[config.mk]
export PLATFORM = sky130hd
export DESIGN_NAME = arc4_sched_flat
export DESIGN_NICKNAME = d
export VERILOG_FILES = /design/src/rtl/arc4_sched_if.sv /design/src/rtl/arc4_sched.sv /design/src/flat_wrapper.sv
export SDC_FILE = /design/constraint.sdc
export NUM_CORES = 1
export LEC_CHECK = 0
export CORE_MARGIN = 3
export CORE_UTILIZATION = 32
export DETAILED_ROUTE_END_ITERATION = 10
export PLACE_DENSITY = 0.82
export SLEW_MARGIN = 20
export SYNTH_ARGS = -nofsm -noshare
export SYNTH_HDL_FRONTEND = slang
export SYNTH_SLANG_ARGS = --single-unit
[constraint.sdc]
create_clock -name clk -period 5.69 [get_ports clk]
set_clock_uncertainty 0.05 [all_clocks]
set_input_delay 1.138 -clock clk [delete_from_list [all_inputs] [get_ports clk]]
set_output_delay 1.138 -clock clk [all_outputs]
set_load 0.05 [all_outputs]
[src/rtl/arc4_sched_if.sv]
// Interface for the ARC4 scheduler: start handshake, per-engine launch/status and memory ports,
// and the shared S-memory write port.
interface arc4_sched_if;
  localparam int unsigned AW = 8;
  localparam int unsigned DW = 8;
  localparam int unsigned SW = 2;

  logic          en;
  logic          rdy;
  logic          done;
  logic [SW-1:0] stage;

  logic          init_en;
  logic          init_rdy;
  logic [AW-1:0] init_addr;
  logic [DW-1:0] init_wrdata;
  logic          init_wren;

  logic          ksa_en;
  logic          ksa_rdy;
  logic [AW-1:0] ksa_addr;
  logic [DW-1:0] ksa_wrdata;
  logic          ksa_wren;

  logic          prga_en;
  logic          prga_rdy;
  logic [AW-1:0] prga_addr;
  logic [DW-1:0] prga_wrdata;
  logic          prga_wren;

  logic [AW-1:0] s_addr;
  logic [DW-1:0] s_wrdata;
  logic          s_wren;

  modport slave (
    input  en,
    input  init_rdy, init_addr, init_wrdata, init_wren,
    input  ksa_rdy,  ksa_addr,  ksa_wrdata,  ksa_wren,
    input  prga_rdy, prga_addr, prga_wrdata, prga_wren,
    output rdy, done, stage,
    output init_en, ksa_en, prga_en,
    output s_addr, s_wrdata, s_wren
  );

  modport master (
    output en,
    output init_rdy, init_addr, init_wrdata, init_wren,
    output ksa_rdy,  ksa_addr,  ksa_wrdata,  ksa_wren,
    output prga_rdy, prga_addr, prga_wrdata, prga_wren,
    input  rdy, done, stage,
    input  init_en, ksa_en, prga_en,
    input  s_addr, s_wrdata, s_wren
  );
endinterface

[src/rtl/arc4_sched.sv]
// Sequences the init, KSA and PRGA engines, one launch pulse each, and routes the active
// engine's S-memory write port onto the shared memory.
module arc4_sched (
  input logic         clk,
  input logic         rst,
  arc4_sched_if.slave bus
);
  localparam int unsigned SW = 2;

  typedef enum logic [2:0] {
    IDLE,
    START_INIT,
    WAIT_INIT,
    START_KSA,
    WAIT_KSA,
    START_PRGA,
    WAIT_PRGA,
    FINISH
  } state_t;

  state_t        state;
  state_t        state_next;
  logic          busy_seen;
  logic          busy_next;
  logic          in_start;
  logic [SW-1:0] stage;
  logic          wren_sel;

  always_ff @(posedge clk or posedge rst) begin
    if (rst) begin
      state     <= IDLE;
      busy_seen <= 1'b0;
    end else begin
      state     <= state_next;
      busy_seen <= busy_next;
    end
  end

  // An engine is only considered finished after it has been seen busy and then ready again.
  always_comb begin
    state_next   = state;
    busy_next    = busy_seen;
    in_start     = 1'b0;
    stage        = '0;
    bus.rdy      = 1'b0;
    bus.done     = 1'b0;
    bus.init_en  = 1'b0;
    bus.ksa_en   = 1'b0;
    bus.prga_en  = 1'b0;
    case (state)
      IDLE: begin
        bus.rdy = 1'b1;
        if (bus.en) state_next = START_INIT;
      end
      START_INIT: begin
        stage     = SW'(1);
        in_start  = 1'b1;
        busy_next = 1'b0;
        if (bus.init_rdy) begin
          bus.init_en = 1'b1;
          state_next  = WAIT_INIT;
        end
      end
      WAIT_INIT: begin
        stage = SW'(1);
        if (!bus.init_rdy) begin
          busy_next = 1'b1;
        end else if (busy_seen) begin
          busy_next  = 1'b0;
          state_next = START_KSA;
        end
      end
      START_KSA: begin
        stage     = SW'(2);
        in_start  = 1'b1;
        busy_next = 1'b0;
        if (bus.ksa_rdy) begin
          bus.ksa_en = 1'b1;
          state_next = WAIT_KSA;
        end
      end
      WAIT_KSA: begin
        stage = SW'(2);
        if (!bus.ksa_rdy) begin
          busy_next = 1'b1;
        end else if (busy_seen) begin
          busy_next  = 1'b0;
          state_next = START_PRGA;
        end
      end
      START_PRGA: begin
        stage     = SW'(3);
        in_start  = 1'b1;
        busy_next = 1'b0;
        if (bus.prga_rdy) begin
          bus.prga_en = 1'b1;
          state_next  = WAIT_PRGA;
        end
      end
      WAIT_PRGA: begin
        stage = SW'(3);
        if (!bus.prga_rdy) begin
          busy_next = 1'b1;
        end else if (busy_seen) begin
          busy_next  = 1'b0;
          state_next = FINISH;
        end
      end
      FINISH: begin
        bus.done   = 1'b1;
        state_next = IDLE;
      end
      default: state_next = IDLE;
    endcase
  end

  // Writes are gated off until the selected engine has actually been launched.
  always_comb begin
    bus.stage    = stage;
    bus.s_addr   = '0;
    bus.s_wrdata = '0;
    wren_sel     = 1'b0;
    case (stage)
      SW'(1): begin
        bus.s_addr   = bus.init_addr;
        bus.s_wrdata = bus.init_wrdata;
        wren_sel     = bus.init_wren;
      end
      SW'(2): begin
        bus.s_addr   = bus.ksa_addr;
        bus.s_wrdata = bus.ksa_wrdata;
        wren_sel     = bus.ksa_wren;
      end
      SW'(3): begin
        bus.s_addr   = bus.prga_addr;
        bus.s_wrdata = bus.prga_wrdata;
        wren_sel     = bus.prga_wren;
      end
      default: wren_sel = 1'b0;
    endcase
    bus.s_wren = wren_sel & ~in_start;
  end
endmodule

[src/flat_wrapper.sv]
// flat-port wrapper written by rule: the top's interface ports become plain ports
module arc4_sched_flat 
  (clk, rst, bus_en, bus_init_rdy, bus_init_addr, bus_init_wrdata, bus_init_wren, bus_ksa_rdy, bus_ksa_addr, bus_ksa_wrdata, bus_ksa_wren, bus_prga_rdy, bus_prga_addr, bus_prga_wrdata, bus_prga_wren, bus_rdy, bus_done, bus_stage, bus_init_en, bus_ksa_en, bus_prga_en, bus_s_addr, bus_s_wrdata, bus_s_wren);
  arc4_sched_if bus_i ();
  input logic clk;
  input logic rst;
  input wire logic [$bits(bus_i.en)-1:0] bus_en;
  input wire logic [$bits(bus_i.init_rdy)-1:0] bus_init_rdy;
  input wire logic [$bits(bus_i.init_addr)-1:0] bus_init_addr;
  input wire logic [$bits(bus_i.init_wrdata)-1:0] bus_init_wrdata;
  input wire logic [$bits(bus_i.init_wren)-1:0] bus_init_wren;
  input wire logic [$bits(bus_i.ksa_rdy)-1:0] bus_ksa_rdy;
  input wire logic [$bits(bus_i.ksa_addr)-1:0] bus_ksa_addr;
  input wire logic [$bits(bus_i.ksa_wrdata)-1:0] bus_ksa_wrdata;
  input wire logic [$bits(bus_i.ksa_wren)-1:0] bus_ksa_wren;
  input wire logic [$bits(bus_i.prga_rdy)-1:0] bus_prga_rdy;
  input wire logic [$bits(bus_i.prga_addr)-1:0] bus_prga_addr;
  input wire logic [$bits(bus_i.prga_wrdata)-1:0] bus_prga_wrdata;
  input wire logic [$bits(bus_i.prga_wren)-1:0] bus_prga_wren;
  output wire logic [$bits(bus_i.rdy)-1:0] bus_rdy;
  output wire logic [$bits(bus_i.done)-1:0] bus_done;
  output wire logic [$bits(bus_i.stage)-1:0] bus_stage;
  output wire logic [$bits(bus_i.init_en)-1:0] bus_init_en;
  output wire logic [$bits(bus_i.ksa_en)-1:0] bus_ksa_en;
  output wire logic [$bits(bus_i.prga_en)-1:0] bus_prga_en;
  output wire logic [$bits(bus_i.s_addr)-1:0] bus_s_addr;
  output wire logic [$bits(bus_i.s_wrdata)-1:0] bus_s_wrdata;
  output wire logic [$bits(bus_i.s_wren)-1:0] bus_s_wren;
  assign bus_i.en = bus_en;
  assign bus_i.init_rdy = bus_init_rdy;
  assign bus_i.init_addr = bus_init_addr;
  assign bus_i.init_wrdata = bus_init_wrdata;
  assign bus_i.init_wren = bus_init_wren;
  assign bus_i.ksa_rdy = bus_ksa_rdy;
  assign bus_i.ksa_addr = bus_ksa_addr;
  assign bus_i.ksa_wrdata = bus_ksa_wrdata;
  assign bus_i.ksa_wren = bus_ksa_wren;
  assign bus_i.prga_rdy = bus_prga_rdy;
  assign bus_i.prga_addr = bus_prga_addr;
  assign bus_i.prga_wrdata = bus_prga_wrdata;
  assign bus_i.prga_wren = bus_prga_wren;
  assign bus_rdy = bus_i.rdy;
  assign bus_done = bus_i.done;
  assign bus_stage = bus_i.stage;
  assign bus_init_en = bus_i.init_en;
  assign bus_ksa_en = bus_i.ksa_en;
  assign bus_prga_en = bus_i.prga_en;
  assign bus_s_addr = bus_i.s_addr;
  assign bus_s_wrdata = bus_i.s_wrdata;
  assign bus_s_wren = bus_i.s_wren;
  arc4_sched u_core (.clk(clk), .rst(rst), .bus(bus_i));
endmodule
After elaboration in Yosys (flattened, before gate mapping)
Cells that the tools add are included.
{ "word_totals": {"reg_bits": 4, "input_bits": 57, "out_inout_bits": 24, "elab_cells": 59} }
{ "classes": {"eq_ne": 20, "mux": 28, "bitwise_logic": 2, "reduce_logical": 7} }
{ "ops": {"columns": ["cell", "n"], "rows": [
  ["one-hot mux 8 bit (3 select lines)", 2],
  ["2-to-1 mux 3 bit", 10],
  ["one-hot mux 3 bit (8 select lines)", 1],
  ["inequality test 2 bit, second input constant", 7],
  ["equality test 3 bit, second input constant", 4],
  ["2-to-1 mux 1 bit", 12],
  ["AND reduction 10 bit", 1],
  ["equality test 3 x 2 -> 1 bit, second input constant", 2],
  ["inequality test 2 x 1 -> 1 bit, second input constant", 3],
  ["one-hot mux 2 bit (3 select lines)", 1],
  ["OR reduction 2 bit", 3],
  ["equality test 2 bit, second input constant", 2],
  ["one-hot mux 1 bit (4 select lines)", 1],
  ["nonzero test 4 bit", 1],
  ["equality test 3 x 1 -> 1 bit, second input constant", 1],
  ["logical NOT 3 bit", 1],
  ["one-hot mux 1 bit (3 select lines)", 1],
  ["OR reduction 3 bit", 1],
  ["equality test 2 x 1 -> 1 bit, second input constant", 1],
  ["bitwise AND 1 bit", 1],
  ["NOT 1 bit", 1]
]} }

Depth between registers and ports, before layout
{ "depth": {"ltp_word": 6, "depth_mapped": 7, "ltp_nobuf": 6} }

Least setup slack after synthesis
OpenSTA, ideal clock, no wires.
{ "synth_timing": {"path_kind": "register -> output", "from": "register u_core.state[0]", "to": "output bus_s_addr[0]", "arrival_time_ns": 2.352, "required_time_ns": 4.502, "slack_ns": 2.150, "stages_incl_launch_ff": 7, "n_path_buf": 2, "path_cell_list": "dfrtp_1 > ha_1 > buf_2 > nor2_8 > clkbuf_4 > mux2i_1 > o21ai_0"} }
{ "synth_between": {"elab_chain_cells": 5, "elab_cells_between_ends": 14, "classes_between": "eq/ne (9); mux (2); reduce/logical (3)"} }
{ "synth_lines": {"columns": ["element", "line_no", "text"], "rows": [
  ["start: declaration", "arc4_sched.sv:21", "state_t state;"],
  ["start signal: assignment", "arc4_sched.sv:34", "state <= state_next;"],
  ["equality test 3 bit (tied with other cells)", "arc4_sched.sv:50", "case (state)"],
  ["OR reduction 2 bit (no source line)", null, null],
  ["one-hot mux 2 bit (3 select lines) *", "arc4_sched.sv:50", null],
  ["equality test 2 bit or equality test 2 x 1 -> 1 bit (tied branches)", "arc4_sched.sv:123", "case (stage)"],
  ["one-hot mux 8 bit (3 select lines) *", "arc4_sched.sv:123", null],
  ["end: declaration", "flat_wrapper.sv:26", "output wire logic [$bits(bus_i.s_addr)-1:0] bus_s_addr;"]
]} }
Mark *: on every way between the ends. The rest lies on a longest branch, timed or not.

Worst setup path after layout
{ "layout_timing": {"from": "register u_core.state[1]", "to": "output bus_s_wren"} }
{ "layout_between": {"elab_chain_cells": 6, "elab_cells_between_ends": 18, "classes_between": "eq/ne (9); mux (3); bitwise (2); reduce/logical (4)"} }
{ "layout_lines": {"columns": ["element", "line_no", "text"], "rows": [
  ["equality test 3 bit (tied with other cells)", "arc4_sched.sv:50", null],
  ["OR reduction 2 bit (no source line)", null, null],
  ["one-hot mux 2 bit (3 select lines)", "arc4_sched.sv:50", null],
  ["equality test 2 bit or equality test 2 x 1 -> 1 bit (tied branches)", "arc4_sched.sv:123", null],
  ["one-hot mux 1 bit (3 select lines)", "arc4_sched.sv:123", null],
  ["bitwise AND 1 bit *", "arc4_sched.sv:141", "bus.s_wren = wren_sel & ~in_start;"],
  ["end: declaration", "flat_wrapper.sv:28", "output wire logic [$bits(bus_i.s_wren)-1:0] bus_s_wren;"]
]} }
Marked as above.

==> results by group <==
Status
  – Outcome: complete, no violations

Global route
  – First-pass GRT wire length: a little under 5000 um
  – Tot GR Track Use: 0.1906
  – Overflow after GRT: 0
  – Number of global-route vias before repair: between 1000 and 1500
  – Initial antenna violation count: 0
  – Largest net degree at the start of global routing: 20

Final layout
  – # fillers: about 200
  – N_diodes: 0
  – Register area: between 100 and 150 um2
  – Multi-input gate area: roughly 660 um2
  – Synth-to-Final Area Change: 97.29%
  – NumNets Final: between 200 and 250
  – Layout cells sized above 1: 0.06630
  – Design Area, Final: around 0.0016 mm2

Timing
  – Max-slew violations: 0
  – Max_slew headroom: 0.5461
  – Final period utilization: 0.7498
  – Crit path setup slack, layout: approximately 1.4 ns
  – RSZ-0062 raised after global routing: false
  – Finish-stage setup viols: 0
  – Final hold vios: 0
  – Post-Route Setup TNS: 0 ns
  – Worst-Margin Slew: approximately 0.68 ns
  – Max Clock Freq: approximately 230 MHz
  – Final Critical Period: between 4 and 5 ns

Pwr
  – Switching Share: 0.6157
  – Power per cell area: ~730 mW/mm2
  – Comb power frac: 0.903
  – Psw: 734.0 uW
  – Total power: about 1.2 mW
  – Sequential Power Share: 0.066
  – LEAKAGE: between 0.6 and 0.7 nW
  – VDD IR max: roughly 0.60 mV
  – Internal Power: 458.1 uW
  – Clock power frac: 0.031

Place
  – Final HPWL from detailed placement: between 2000 and 3000 um
  – Placed Instance Area: 0.001617 mm2
  – Port bufs: 80
  – RePlAce Congestion: 0.8096
  – DP Worst Slack: ~1.6 ns

Route
  – DRC: 0
  – WL final: ~3200 um
  – Iter 0 DRT Violations: 24
  – Via count: between 1000 and 1500
  – Wire per inst: approximately 15 um
  – Via/cell ratio: 5.120
  – Antenna Nets Post-Route: 0
  – Drt first pass iters: 4

Critical path
  – Critical Path End Type: output pin
  – Crit path max fanout: 17
  – Worst Path Required: 4.50 ns
  – Critical path launch point type: flip-flop
  – WS Path Type: reg -> out
  – Worst path arrival time: about 3.1 ns

Die
  – # IOs: 81
  – Die width: approximately 57 um
  – Die area: 0.003244 mm2
  – Initial Utilization: 0.3551
  – Core Rows: 17
  – Die H: between 50 and 60 um
  – Core area: 0.002340 mm2

Clock network
  – Max H-tree Level: 1
  – Clock Sink Count: 4
  – Post-CTS resize count: 0
  – Clk_lat worst skew: approximately 0.25 ns
  – Cts hold-fix bufs: 0
  – CTS buffer count: 3
  – Reg clk slew, reported paths: ~0.04 ns
  – CTS tree: yes
  – Clk root buf: clkbuf_4
  – Clk buf depth: 2
  – Setup bufs post-CTS: 0

Synthesis
  – Seq/Total Area, Yosys: 0.1205
  – Synthesized net count: between 150 and 200
  – Yosys cell types: 30
  – Mapped Area: 830.8 um2
  – Syn_area_per_cell: roughly 7.8 um2
  – Warnings, synthesis: 0
  – Mapped Cells: 106
  – Synth Register Bits: 4

Run
  – Number of max-cap violations: 0

Min path
  – Worst Hold Class: reg -> reg
==> power groups by stage <==
stage                     Clock (mW)  Sequential [mW]  Combinational [mW]
after floorplan                    0           0.0552               0.795
after global placement             0           0.0770                1.06
after detailed placement           0           0.0784                1.08
after CTS                     0.0386           0.0778                1.08
after global routing          0.0417           0.0833                1.13
final                         0.0370           0.0789                1.08
==> worst max-delay path, cell delays in order, from the launching register on <==
cell,delay (ns)
dfrtp_1,0.41
ha_1,0.42
mux2i_1,0.19
nor3_4,0.54
a22oi_1,0.21
a211oi_2,0.23
clkdlybuf4s50_1,0.84
==> layer usage <==
| layer | global-route usage | wire length, um |
|---|---|---|
| met2 | 0.3458 | 1678 |
| met5 | 0 | 0 |
| met4 | 0.05960 | 63 |
| met3 | 0.04977 | 284 |
| met1 | 0.2161 | 1152 |
==> registers in the layout, summed over array words and instances (netlist names) <==
register,flops
u_core.busy_seen,1
u_core.state,3
==> final cells by class <==
type | count | share of cell area
repair buffers | 80 | 0.4886
flip-flops and latches | 4 | 0.06107
clock buffers | 3 | 0.01374
well taps | 28 | 0.02137
inverters | 5 | 0.01145
multi-input cells | 89 | 0.4038
==> cell families (layout without fill, tap and decap cells) <==
family,after synthesis,in the layout,synth area share
AOI/OAI and AO/OA,29,29,0.2184
DFF,4,4,0.1205
adders and majority gates,4,4,0.06024
buffers and inverters,13,88,0.08284
muxes,23,23,0.2952
and+or+nand+nor,33,33,0.2229
==> cells in the final DEF (no fill, tap or decap) <==
| cell type | count |
|---|---|
| ha_1 | 4 |
| a211oi_4 | 1 |
| and2_1 | 1 |
| mux2_1 | 3 |
| and3b_1 | 1 |
| clkbuf_4 | 3 |
| mux2_2 | 1 |
| nor2b_1 | 3 |
| inv_1 | 5 |
| clkdlybuf4s50_1 | 80 |
| and3_1 | 1 |
| dfrtp_1 | 4 |
| a22oi_1 | 1 |
| nor2_1 | 2 |
| o31ai_1 | 1 |
| a21oi_1 | 3 |
| a211oi_2 | 1 |
| nor2_4 | 1 |
| nor2_8 | 1 |
| nor3_4 | 1 |
| mux2i_1 | 17 |
| nand2b_1 | 3 |
| a31oi_1 | 1 |
| o22ai_2 | 1 |
| mux2_4 | 2 |
| nand2_1 | 19 |
| o21ai_0 | 20 |
==> synthesized netlist by cell type <==
cell / instances / share of area
nand2_1: 19 / 0.086
a21oi_1: 3 / 0.018
and3b_1: 1 / 0.011
ha_1: 4 / 0.060
clkbuf_4: 1 / 0.0090
a31oi_1: 1 / 0.0075
o31ai_1: 1 / 0.0090
buf_4: 1 / 0.0090
mux2i_1: 17 / 0.20
nor2b_1: 3 / 0.023
nor2_1: 2 / 0.0090
o22ai_2: 1 / 0.015
and3_1: 1 / 0.0075
mux2_2: 1 / 0.014
nor3_4: 1 / 0.020
mux2_4: 2 / 0.036
inv_1: 5 / 0.023
a22oi_1: 1 / 0.0090
buf_2: 4 / 0.024
o21ai_0: 20 / 0.12
nand2b_1: 3 / 0.023
clkbuf_1: 1 / 0.0045
mux2_1: 3 / 0.041
nor2_8: 1 / 0.024
nor2_4: 1 / 0.014
buf_6: 1 / 0.014
a211oi_2: 1 / 0.015
a211oi_4: 1 / 0.024
dfrtp_1: 4 / 0.12
and2_1: 1 / 0.0075
==> final timing paths <==
kind | start | end | slack, ns | cells after the start
hold / removal | u_core.busy_seen | u_core.busy_seen | 0.52 | 1
hold reg to reg | u_core.busy_seen | u_core.busy_seen | 0.52 | 1
min in group asynchronous | rst | u_core.state[2] | 1.03 | 2
max in group asynchronous | rst | u_core.state[1] | 4.39 | 2
setup / recovery | u_core.state[1] | bus_s_wren | 1.42 | 6
setup reg to reg | u_core.state[1] | u_core.state[0] | 3.51 | 6
==> stage by stage <==
stage / hold slack (ns) / cells / util
5_1_grt: 0.5462 / 209 / 0.7005
2_1_floorplan: 0.4513 / 106 / -
3_3_place_gp: 0.4881 / 206 / 0.6909
4_1_cts: 0.5149 / 209 / 0.7005
6_report: 0.5226 / 209 / 0.7005
3_5_place_dp: 0.5005 / 206 / 0.6909
Power figures use the tool's default switching activity.
